## src/rtl/scanline_irq_gen_if.sv

```systemverilog
// scanline_irq_gen_if: CPU write bus (address, data, write strobe) into the interrupt block
interface scanline_irq_gen_if;
  logic [15:0] CPUAD;
  logic [7:0]  CPUWD;
  logic        CPUWE;
  modport master (output CPUAD, CPUWD, CPUWE);
  modport slave  (input  CPUAD, CPUWD, CPUWE);
endinterface

```

## src/rtl/scanline_irq_gen.sv

```systemverilog
// scanline_irq_gen: line-group tick counter raising masked, latched NMI/IRQ channels plus ROM bank register; TICK_SYNC_EN enables the frame-start tick preload
module scanline_irq_gen #(
  parameter int NCH = 3,
  parameter int TICK_W = 9,
  parameter int LINE_SHIFT = 4,
  parameter int PV_W = 9,
  parameter int BANK_W = 3,
  parameter int NMI_CH0 = 1,
  parameter logic [15:0] MASK_ADDR = 16'hE044,
  parameter logic [15:0] ACK_ADDR = 16'hE045,
  parameter logic [15:0] SEL_ADDR = 16'hE048,
  parameter logic [15:0] BANK_ADDR = 16'hF000,
  parameter logic [4*NCH-1:0] SEL_INIT = {4'd4, 4'd3, 4'd0}
) (
  input  logic               CPUCL,
  input  logic               RESET,
  input  logic [PV_W-1:0]    PV,
  scanline_irq_gen_if.slave  bus,
  input  logic [TICK_W-1:0]  SYNC_PRELOAD,
  output logic               cpu_nmi,
  output logic               cpu_irq,
  output logic [BANK_W-1:0]  ROMBK,
  output logic [NCH-1:0]     irq_pend
);
  localparam logic [NCH-1:0] IRQ_SEL = NMI_CH0 != 0 ? ~NCH'(1) : '1;
  logic [TICK_W-1:0] tick, rise;
  logic [15:0]       rise_x;
  logic [PV_W-1:0]   ppv;
  logic [NCH-1:0]    mask, evt, clr;
  logic [3:0]        sel [NCH];
  logic              line_evt, preload_line, mask_wr, ack_wr, bank_wr, unused_bits;
  assign line_evt = (PV != ppv) && (PV[LINE_SHIFT-1:0] == '0);
  assign rise = ~tick & (tick + 1'b1);
  // Indices at or beyond TICK_W land on zero bits of the widened vector
  assign rise_x = 16'(rise);
  assign mask_wr = bus.CPUWE && bus.CPUAD == MASK_ADDR;
  assign ack_wr = bus.CPUWE && bus.CPUAD == ACK_ADDR;
  assign bank_wr = bus.CPUWE && bus.CPUAD == BANK_ADDR;
  assign clr = (ack_wr ? bus.CPUWD[NCH-1:0] : '0) | (mask_wr ? ~bus.CPUWD[NCH-1:0] : '0);
  assign unused_bits = ^{bus.CPUWD, SYNC_PRELOAD};
`ifdef TICK_SYNC_EN
  logic sync;
  assign preload_line = line_evt && sync && PV == '0;
`else
  assign preload_line = 1'b0;
`endif
  always_comb begin
    evt = '0;
    for (int i = 0; i < NCH; i++)
      evt[i] = line_evt && !preload_line && mask[i] && int'(sel[i]) < TICK_W && rise_x[sel[i]];
  end
  assign cpu_nmi = NMI_CH0 != 0 ? irq_pend[0] : 1'b0;
  assign cpu_irq = |(irq_pend & IRQ_SEL);
  always_ff @(negedge CPUCL) begin
    if (RESET) begin
      tick <= '0;
      mask <= '0;
      irq_pend <= '0;
      ROMBK <= '0;
      ppv <= '1;
      for (int i = 0; i < NCH; i++) sel[i] <= SEL_INIT[4*i +: 4];
`ifdef TICK_SYNC_EN
      sync <= 1'b1;
`endif
    end else begin
      ppv <= PV;
      tick <= preload_line ? SYNC_PRELOAD : line_evt ? tick + 1'b1 : tick;
`ifdef TICK_SYNC_EN
      if (preload_line) sync <= 1'b0;
`endif
      // A new event outranks a same-edge clear so no interrupt is dropped
      irq_pend <= (irq_pend & ~clr) | evt;
      if (mask_wr) mask <= bus.CPUWD[NCH-1:0];
      for (int i = 0; i < NCH; i++)
        if (bus.CPUWE && bus.CPUAD == 16'(SEL_ADDR + i)) sel[i] <= bus.CPUWD[3:0];
      if (bank_wr) ROMBK <= bus.CPUWD[7:8-BANK_W];
    end
  end
endmodule

```

## src/flat_wrapper.sv

```systemverilog
// flat-port wrapper written by rule: the top's interface ports become plain ports
module scanline_irq_gen_flat 
#(
  parameter int NCH = 3,
  parameter int TICK_W = 9,
  parameter int LINE_SHIFT = 4,
  parameter int PV_W = 9,
  parameter int BANK_W = 3,
  parameter int NMI_CH0 = 1,
  parameter logic [15:0] MASK_ADDR = 16'hE044,
  parameter logic [15:0] ACK_ADDR = 16'hE045,
  parameter logic [15:0] SEL_ADDR = 16'hE048,
  parameter logic [15:0] BANK_ADDR = 16'hF000,
  parameter logic [4*NCH-1:0] SEL_INIT = {4'd4, 4'd3, 4'd0}
)
  (CPUCL, RESET, PV, SYNC_PRELOAD, cpu_nmi, cpu_irq, ROMBK, irq_pend, bus_CPUAD, bus_CPUWD, bus_CPUWE);
  scanline_irq_gen_if bus_i ();
  input  logic CPUCL;
  input  logic RESET;
  input  logic [PV_W-1:0] PV;
  input  logic [TICK_W-1:0] SYNC_PRELOAD;
  output logic cpu_nmi;
  output logic cpu_irq;
  output logic [BANK_W-1:0] ROMBK;
  output logic [NCH-1:0] irq_pend;
  input wire logic [$bits(bus_i.CPUAD)-1:0] bus_CPUAD;
  input wire logic [$bits(bus_i.CPUWD)-1:0] bus_CPUWD;
  input wire logic [$bits(bus_i.CPUWE)-1:0] bus_CPUWE;
  assign bus_i.CPUAD = bus_CPUAD;
  assign bus_i.CPUWD = bus_CPUWD;
  assign bus_i.CPUWE = bus_CPUWE;
  scanline_irq_gen #(.NCH(NCH), .TICK_W(TICK_W), .LINE_SHIFT(LINE_SHIFT), .PV_W(PV_W), .BANK_W(BANK_W), .NMI_CH0(NMI_CH0), .MASK_ADDR(MASK_ADDR), .ACK_ADDR(ACK_ADDR), .SEL_ADDR(SEL_ADDR), .BANK_ADDR(BANK_ADDR), .SEL_INIT(SEL_INIT)) u_core (.CPUCL(CPUCL), .RESET(RESET), .PV(PV), .bus(bus_i), .SYNC_PRELOAD(SYNC_PRELOAD), .cpu_nmi(cpu_nmi), .cpu_irq(cpu_irq), .ROMBK(ROMBK), .irq_pend(irq_pend));
endmodule
```

## config.mk

```make
export PLATFORM = sky130hd
export DESIGN_NAME = scanline_irq_gen_flat
export DESIGN_NICKNAME = d
export VERILOG_FILES = /design/src/rtl/scanline_irq_gen_if.sv /design/src/rtl/scanline_irq_gen.sv /design/src/flat_wrapper.sv
export SDC_FILE = /design/constraint.sdc
export NUM_CORES = 1
export LEC_CHECK = 0
export CORE_ASPECT_RATIO = 1.1
export CORE_MARGIN = 2
export CORE_UTILIZATION = 52
export DETAILED_ROUTE_END_ITERATION = 8
export GPL_TIMING_DRIVEN = 0
export PLACE_DENSITY_LB_ADDON = 0.25
export SLEW_MARGIN = 20
export SYNTH_ARGS = -nofsm -noshare
export SYNTH_HDL_FRONTEND = slang
export SYNTH_SLANG_ARGS = --single-unit
```

## constraint.sdc

```tcl
create_clock -name CPUCL -period 5.6 [get_ports CPUCL]
set_clock_uncertainty 0.15 [all_clocks]
set_input_delay 1.12 -clock CPUCL [delete_from_list [all_inputs] [get_ports CPUCL]]
set_output_delay 1.12 -clock CPUCL [all_outputs]
set_load 0.01 [all_outputs]
```

==> run_results.csv, run 1 <==
group,metric,value,unit
flow_run,maxCapViolCount,0,
placed_design,place_area,0.00254,sq mm
layout,instances_no_fill,329,
layout,postLayoutCoreUtil,73.6,%
detailed_routing,vias,1730,
worst_hold_path,worstHoldPathType,"reg -> reg",
power,pwr_density_cell,252,mW/mm^2
detailed_routing,detail-route-antenna-nets,0,
setup_path,crit_fanout,3,
yosys,netlist_area,0.00206,sq mm
yosys,ys_seq_area_share,43.6,%
yosys,syn-num-nets,242,
floorplan,ios,53,
global_routing,overflow,0,
setup_path,criticalPathCategory,"reg -> out",
detailed_routing,postRouteWirelength,4610,um
floorplan,dieArea,0.00449,sq mm
power,switching_share,29.1,%
layout,drive_above_1_share,17.3,%
clock_network,numCtsBuffers,5,
floorplan,design.core.area,0.00387,sq mm
setup_path,r2r_end,"u_core.irq_pend[0]",
global_routing,grt_antenna_before_repair,0,
sta,report.final.slew_viol_count,0,
clock_network,cts_tree,"yes",
clock_network,cts_hold_buf,0,
floorplan,die_h,70.1,um
yosys,synth.distinct_cells,40,
sta,hold_violations,0,
power,clockPowerShare,47.0,%
layout,stdcell_area,0.00285,sq mm
sta,setup_viol,0,
setup_path,crit_path_start,"u_core.irq_pend[1]",
power,p_leak,1.20,nW
global_routing,track_usage,22.3,%
worst_hold_path,min_delay_path_depth,2,
layout,seq_area,901,sq um
detailed_routing,wl_per_cell,14.0,um
detailed_routing,initialDrtViolationCount,82,
global_routing,grt_pass1_vias,1829,
layout,fillers,264,
yosys,synth_warnings,0,
detailed_routing,drtPass1Iterations,4,
power,p_sw,0.000209,W
global_routing,grt_pass1_wl,7730,um
power,internal-power,0.000510,W
power,combPwrFrac,9.8,%
placed_design,dp.cells,281,
setup_path,crit_arrival,4.26,ns
placed_design,io_buffers,41,
floorplan,rows,24,
worst_hold_path,min_to,"u_core.irq_pend[2]",
power,seqPwrFrac,43.2,%
placed_design,gp_congestion,0.740,
sta,tightest_slew,0.602,ns
sta,grt_setup_unrepaired,"no",
clock_network,clock_sinks,39,
power,total_power,0.000718,W
run_status,status,"finished clean",
clock_network,cts_buffer_depth,2,
layout,multiInputGateArea,0.00112,sq mm
yosys,synth_cells,188,
global_routing,grt_max_degree,12,
yosys,synth.avg_cell_area,11.0,sq um
setup_path,start_kind,"flip-flop",
layout,final_cell_mix,"inv_1 (53), clkdlybuf4s50_1 (41), dfxtp_1 (27)",
clock_network,cts.clk_slew.worst_paths,0.04,ns
clock_network,clk_latency,0.36,ns
layout,insertedDiodeCount,0,
setup_path,regToRegSetupSlack,3.42,ns
placed_design,hpwlAfterDp,3330,um
setup_path,timing.rr.start,"u_core.tick[0]",
clock_network,cts_root_buf,"clkbuf_8",
power,vdd_drop_max,0.000248,V
worst_hold_path,hold_start,"u_core.mask[2]",
setup_path,ff2ff_path_depth,8,
layout,num-nets-final,330,
setup_path,critPathCaptureType,"output port",
yosys,ys_ff_latch,39,
detailed_routing,viasPerCell,5.26,
layout,final_common_cell,"inv_1",
floorplan,initial_core_util,53.3,%
sta,relSlewSlack,59.9,%
detailed_routing,drc,0,
layout,areaGrowthSynthToFinish,38.1,%
clock_network,htree_levels,2,
floorplan,fp.dieW,64.1,um
setup_path,required,4.33,ns
-- how the worst max path moves through the flow --
stage,end
5_1_grt,u_core.irq_pend[0]
3_3_place_gp,u_core.sel[0][2]
2_1_floorplan,u_core.sel[0][4]
4_1_cts,u_core.sel[0][2]
6_report,cpu_irq
3_5_place_dp,u_core.sel[0][3]
-- state kept, by name (all words and copies together) (netlist names) --
name             flops
u_core.irq_pend      3
u_core.ROMBK         3
u_core.ppv           9
u_core.tick          9
u_core.mask          3
u_core.sel          12
-- synthesized netlist by cell type --
cell type   n  area, sq um
nand4_1     1         6.26
nor3_1      4         20.0
nor2_2      3         18.8
a211oi_2    3         37.5
ha_1        9          113
mux4_2      6          135
nand2b_1    3         18.8
nor4_4      3         63.8
nor3_2      1         10.0
xor2_1     12          105
buf_2       1         5.00
or2_2      10         62.6
clkbuf_2    1         5.00
a21oi_1     1         5.00
a31oi_4     1         21.3
mux2i_1     9         90.1
clkbuf_1    3         11.3
o22ai_1     3         18.8
xnor2_1     1         8.76
mux2_2      2         22.5
buf_4       1         7.51
a21o_1      1         7.51
and2_1      1         6.26
o31ai_1     3         22.5
edfxtp_1   12          360
nor4_1      1         6.26
inv_1      13         48.8
nand4b_1    3         26.3
nand2_1     3         11.3
nor2_1     21         78.8
and3_1      5         31.3
dfxtp_1    27          541
o22a_1      3         26.3
inv_2       1         3.75
a31o_2      2         17.5
nor3b_1     1         7.51
a211oi_1    3         22.5
buf_6       1         11.3
nand3_1     8         40.0
and4b_1     1         10.0
-- final cells by class --
| type | count | area share (%) |
|---|---|---|
| clock inverters | 42 | 6.45 |
| repair buffers | 43 | 14.9 |
| inverters | 13 | 1.71 |
| multi-input cells | 128 | 39.1 |
| flip-flops and latches | 39 | 31.6 |
| clock buffers | 5 | 2.41 |
| plain buffers | 7 | 1.49 |
| well taps | 52 | 2.28 |
-- repair_timing --
action                                  in CTS  in global routing
setup buffers                                1                  1
gates resized for setup                      1                  9
pin swaps                                    2                  3
endpoints found under the setup margin      15                 15
gates cloned                                 0                  0
-- kinds of logic after synthesis --
kind of cell / after synthesis / synth area share [%]
AND/OR/NAND/NOR: 69 / 20.2
flip-flops: 39 / 43.6
buffers and inverters: 21 / 4.48
AO/OA/AOI/OAI: 20 / 8.67
multiplexers: 17 / 12.0
XOR/XNOR: 13 / 5.52
adder cells (fa/ha/maj): 9 / 5.45
-- routing by layer --
| layer | vias to the layer above | GRT usage [%] | share of wire [%] |
|---|---|---|---|
| met5 | - | 0 | 0 |
| met4 | 0 | 9.42 | 1.5 |
| met2 | 35 | 38.5 | 53 |
| met3 | 11 | 7.25 | 3.7 |
| met1 | 833 | 24.8 | 42 |
| li1 | 851 | - | - |
-- per-stage QoR --
stage	TNS [ns]	setup slack [ns]	hold WS, ns
2_1_floorplan	0	0.202	0.313
3_3_place_gp	-9.78	-0.370	0.325
3_5_place_dp	-11.05	-0.412	0.335
4_1_cts	0	0.0234	0.324
5_1_grt	0	0.00370	0.382
6_report	0	0.0697	0.331
-- power by group through the flow --
stage	sequential, W	combinational (W)	clock, W
floorplan	0.000312	0.0000339	0.0000433
CTS	0.000310	0.0000684	0.000347
global placement	0.000314	0.0000663	0.0000433
global route	0.000311	0.0000769	0.000380
finish	0.000310	0.0000708	0.000337
detailed placement	0.000314	0.0000675	0.0000433
-- critical path, cell delays in order, from the launching register on --
cell and delay [ns]:
dfxtp_1 0.33, or2_2 0.30, clkdlybuf4s50_1 0.48
Power figures use the tool's default switching activity.
==> run 2: changes to the inputs <==
--- a/config.mk
+++ b/config.mk
@@ -8,6 +8,7 @@
 export CORE_ASPECT_RATIO = 1.1
 export CORE_MARGIN = 2
 export CORE_UTILIZATION = 52
+export CTS_CLUSTER_SIZE = 12
 export DETAILED_ROUTE_END_ITERATION = 8
 export GPL_TIMING_DRIVEN = 0
 export PLACE_DENSITY_LB_ADDON = 0.25
==> results of run 2 <==
No change in the layout: final DEF, timing and power equal those of run 1.
==> run 3: changes to the inputs <==
--- a/config.mk
+++ b/config.mk
@@ -5,9 +5,10 @@
 export SDC_FILE = /design/constraint.sdc
 export NUM_CORES = 1
 export LEC_CHECK = 0
+export ABC_AREA = 1
 export CORE_ASPECT_RATIO = 1.1
 export CORE_MARGIN = 2
-export CORE_UTILIZATION = 52
+export CORE_UTILIZATION = 54
 export CTS_CLUSTER_SIZE = 12
 export DETAILED_ROUTE_END_ITERATION = 8
 export GPL_TIMING_DRIVEN = 0
==> run_results.csv, run 3 <==
group,metric,value,unit
yosys,synth.distinct_cells,25,
power,switching_share,31.0,%
detailed_routing,detail-route-antenna-nets,0,
floorplan,dieArea,0.00472,sq mm
setup_path,crit_fanout,3,
yosys,synth.avg_cell_area,7.27,sq um
power,internal-power,0.000513,W
detailed_routing,vias,2368,
setup_path,critical_path_buf_inv_count,1,
floorplan,rows,24,
clock_network,numCtsBuffers,5,
placed_design,io_buffers,41,
worst_hold_path,worstHoldPathType,"reg -> reg",
power,seqPwrFrac,41.7,%
power,clockPowerShare,47.8,%
clock_network,cts_buffer_depth,2,
clock_network,clk_latency,0.36,ns
floorplan,fp.dieW,65.7,um
floorplan,die_h,71.9,um
layout,largest_register_ffs,12,
run_status,status,"finished clean",
power,pwr_density_cell,243,mW/mm^2
yosys,synth-main-ff-cell,"dfxtp_1",
global_routing,grt_max_degree,14,
layout,drive_above_1_share,8.19,%
yosys,synth_cells,311,
yosys,synth_warnings,0,
power,p_leak,1.42,nW
layout,top_register,"u_core.sel",
setup_path,crit_path_top_delay_cell,"clkdlybuf4s50_1",
sta,tightest_slew,0.625,ns
power,p_sw,0.000230,W
clock_network,cts.clk_slew.worst_paths,0.06,ns
global_routing,track_usage,26.5,%
flow_run,maxCapViolCount,0,
detailed_routing,postRouteWirelength,5720,um
sta,whs,0.333,ns
setup_path,critical-path-max-stage-delay,0.49,ns
yosys,synthTopCellsByCount,"nand2_1 (64), inv_1 (48), nand3_1 (41), nor2_1 (38), dfxtp_1 (27)",
yosys,synth-edff-count,12,
global_routing,grt_pass1_wl,9800,um
layout,final_cell_mix,"inv_1 (85), nand2_1 (63), nand3_1 (41), clkdlybuf4s50_1 (41), nor2_1 (38)",
yosys,synthTopCellsByArea,"dfxtp_1 (24%), edfxtp_1 (16%), nand2_1 (11%), nand3_1 (9.1%), inv_1 (8.0%)",
layout,areaGrowthSynthToFinish,35.3,%
clock_network,cts_hold_buf,0,
power,vdd_drop_max,0.000161,V
yosys,yosys.area.top_type_share,23.9,%
sta,setup_viol,0,
detailed_routing,drtPass1Iterations,4,
yosys,syn-num-nets,365,
setup_path,critPathCaptureType,"output port",
placed_design,hpwlAfterDp,4130,um
setup_path,cp_top_family,"buffers and inverters",
sta,relSlewSlack,57.9,%
detailed_routing,initialDrtViolationCount,168,
floorplan,initial_core_util,56.6,%
placed_design,place_area,0.00274,sq mm
detailed_routing,wl_per_cell,12.6,um
floorplan,design.core.area,0.00399,sq mm
yosys,ys_seq_area_share,39.8,%
layout,num-nets-final,456,
clock_network,clock_sinks,39,
yosys,async_reset_ff_share,0,%
detailed_routing,drc,0,
setup_path,required,4.33,ns
yosys,synth_most_common_cell,"nand2_1",
global_routing,grt_antenna_before_repair,0,
clock_network,htree_levels,2,
setup_path,crit_chain,"or2_2 -> clkdlybuf4s50_1",
power,combPwrFrac,10.5,%
yosys,netlist_area,0.00226,sq mm
yosys,synth_top_area_cell,"dfxtp_1",
global_routing,grt_pass1_vias,2341,
setup_path,crit_arrival,4.30,ns
clock_network,cts_tree,"yes",
layout,largestRegisters,"u_core.sel x12, u_core.ppv x9, u_core.tick x9",
sta,grt_setup_unrepaired,"no",
setup_path,start_kind,"flip-flop",
layout,insertedDiodeCount,0,
layout,fillers,271,
clock_network,cts_root_buf,"clkbuf_8",
setup_path,criticalPathCategory,"reg -> out",
layout,final_common_cell,"inv_1",
global_routing,overflow,0,
yosys,ys_ff_latch,39,
sta,report.final.slew_viol_count,0,
sta,hold_violations,0,
floorplan,ios,53,
layout,stdcell_area,0.00306,sq mm
detailed_routing,viasPerCell,5.20,
placed_design,gp_congestion,0.832,
run 3: routing by layer:
layer / vias to the layer above / share of wire, % / global-route usage, %
met4: 0 / 3.1 / 13.4
met2: 89 / 52 / 46.6
met5: - / 0 / 0
met3: 16 / 6.6 / 8.48
met1: 1064 / 38 / 28.1
li1: 1199 / - / -
run 3: path summary, 6_finish.rpt:
path                      start            endpoint  slack, ns  cells past startpoint
max          u_core.irq_pend[1]             cpu_irq       0.03                      2
min              u_core.tick[7]      u_core.tick[7]       0.33                      2
max reg2reg      u_core.tick[0]  u_core.irq_pend[0]       3.58                      8
min reg2reg      u_core.tick[7]      u_core.tick[7]       0.33                      2
run 3: power groups by stage:
stage | registers [W] | clock network [W] | logic, W
6_report | 0.000310 | 0.000355 | 0.0000780
5_1_grt | 0.000311 | 0.000394 | 0.0000876
4_1_cts | 0.000310 | 0.000362 | 0.0000764
3_5_place_dp | 0.000314 | 0.0000433 | 0.0000752
3_3_place_gp | 0.000314 | 0.0000433 | 0.0000730
2_1_floorplan | 0.000313 | 0.0000433 | 0.0000398
run 3: repair_timing:
item                       CTS  global route
setup endpoints to repair    8            19
pin swaps                    0             2
gates resized for setup      3             4
setup buffers                0             5
run 3: area by class of cell:
| class | instances | area [sq um] | share of cell area [%] |
|---|---|---|---|
| buffer | 7 | 48.8 | 1.60 |
| clock buffer | 5 | 68.8 | 2.25 |
| tap | 52 | 65.1 | 2.13 |
| timing repair buffer | 46 | 448 | 14.6 |
| inverter | 47 | 176 | 5.77 |
| clock inverter | 42 | 191 | 6.26 |
| sequential | 39 | 901 | 29.4 |
| multi-input combinational | 217 | 1160 | 37.9 |
run 3: per-stage QoR:
stage / util (%) / setup WS, ns / std cells / total power [W] / TNS, ns
final: 76.6 / 0.0289 / 455 / 0.000744 / 0
after floorplan: - / 0.190 / 311 / 0.000396 / 0
after detailed placement: 68.5 / -0.555 / 404 / 0.000433 / -8.73
after global routing: 76.6 / 0.00978 / 455 / 0.000792 / 0
after CTS: 75.3 / -0.0152 / 450 / 0.000749 / -0.0577
after global placement: 68.5 / -0.489 / 404 / 0.000430 / -7.13
run 3: kinds of logic after synthesis:
logic type               synth area share [%]
adder cells (fa/ha/maj)                  4.98
XOR/XNOR                                 2.32
AO/OA/AOI/OAI                            5.76
flip-flops                               39.8
AND/OR/NAND/NOR                          37.0
buffers and inverters                    10.1
run 3: worst reg2reg max path: stages (launching register included):
cell and delay [ns]:
dfxtp_1 0.41, ha_1 0.21, nand3_1 0.13, nor3_1 0.21
ha_1 0.24, nand4_1 0.13, a21oi_1 0.16, nand3_1 0.13
a21oi_1 0.16
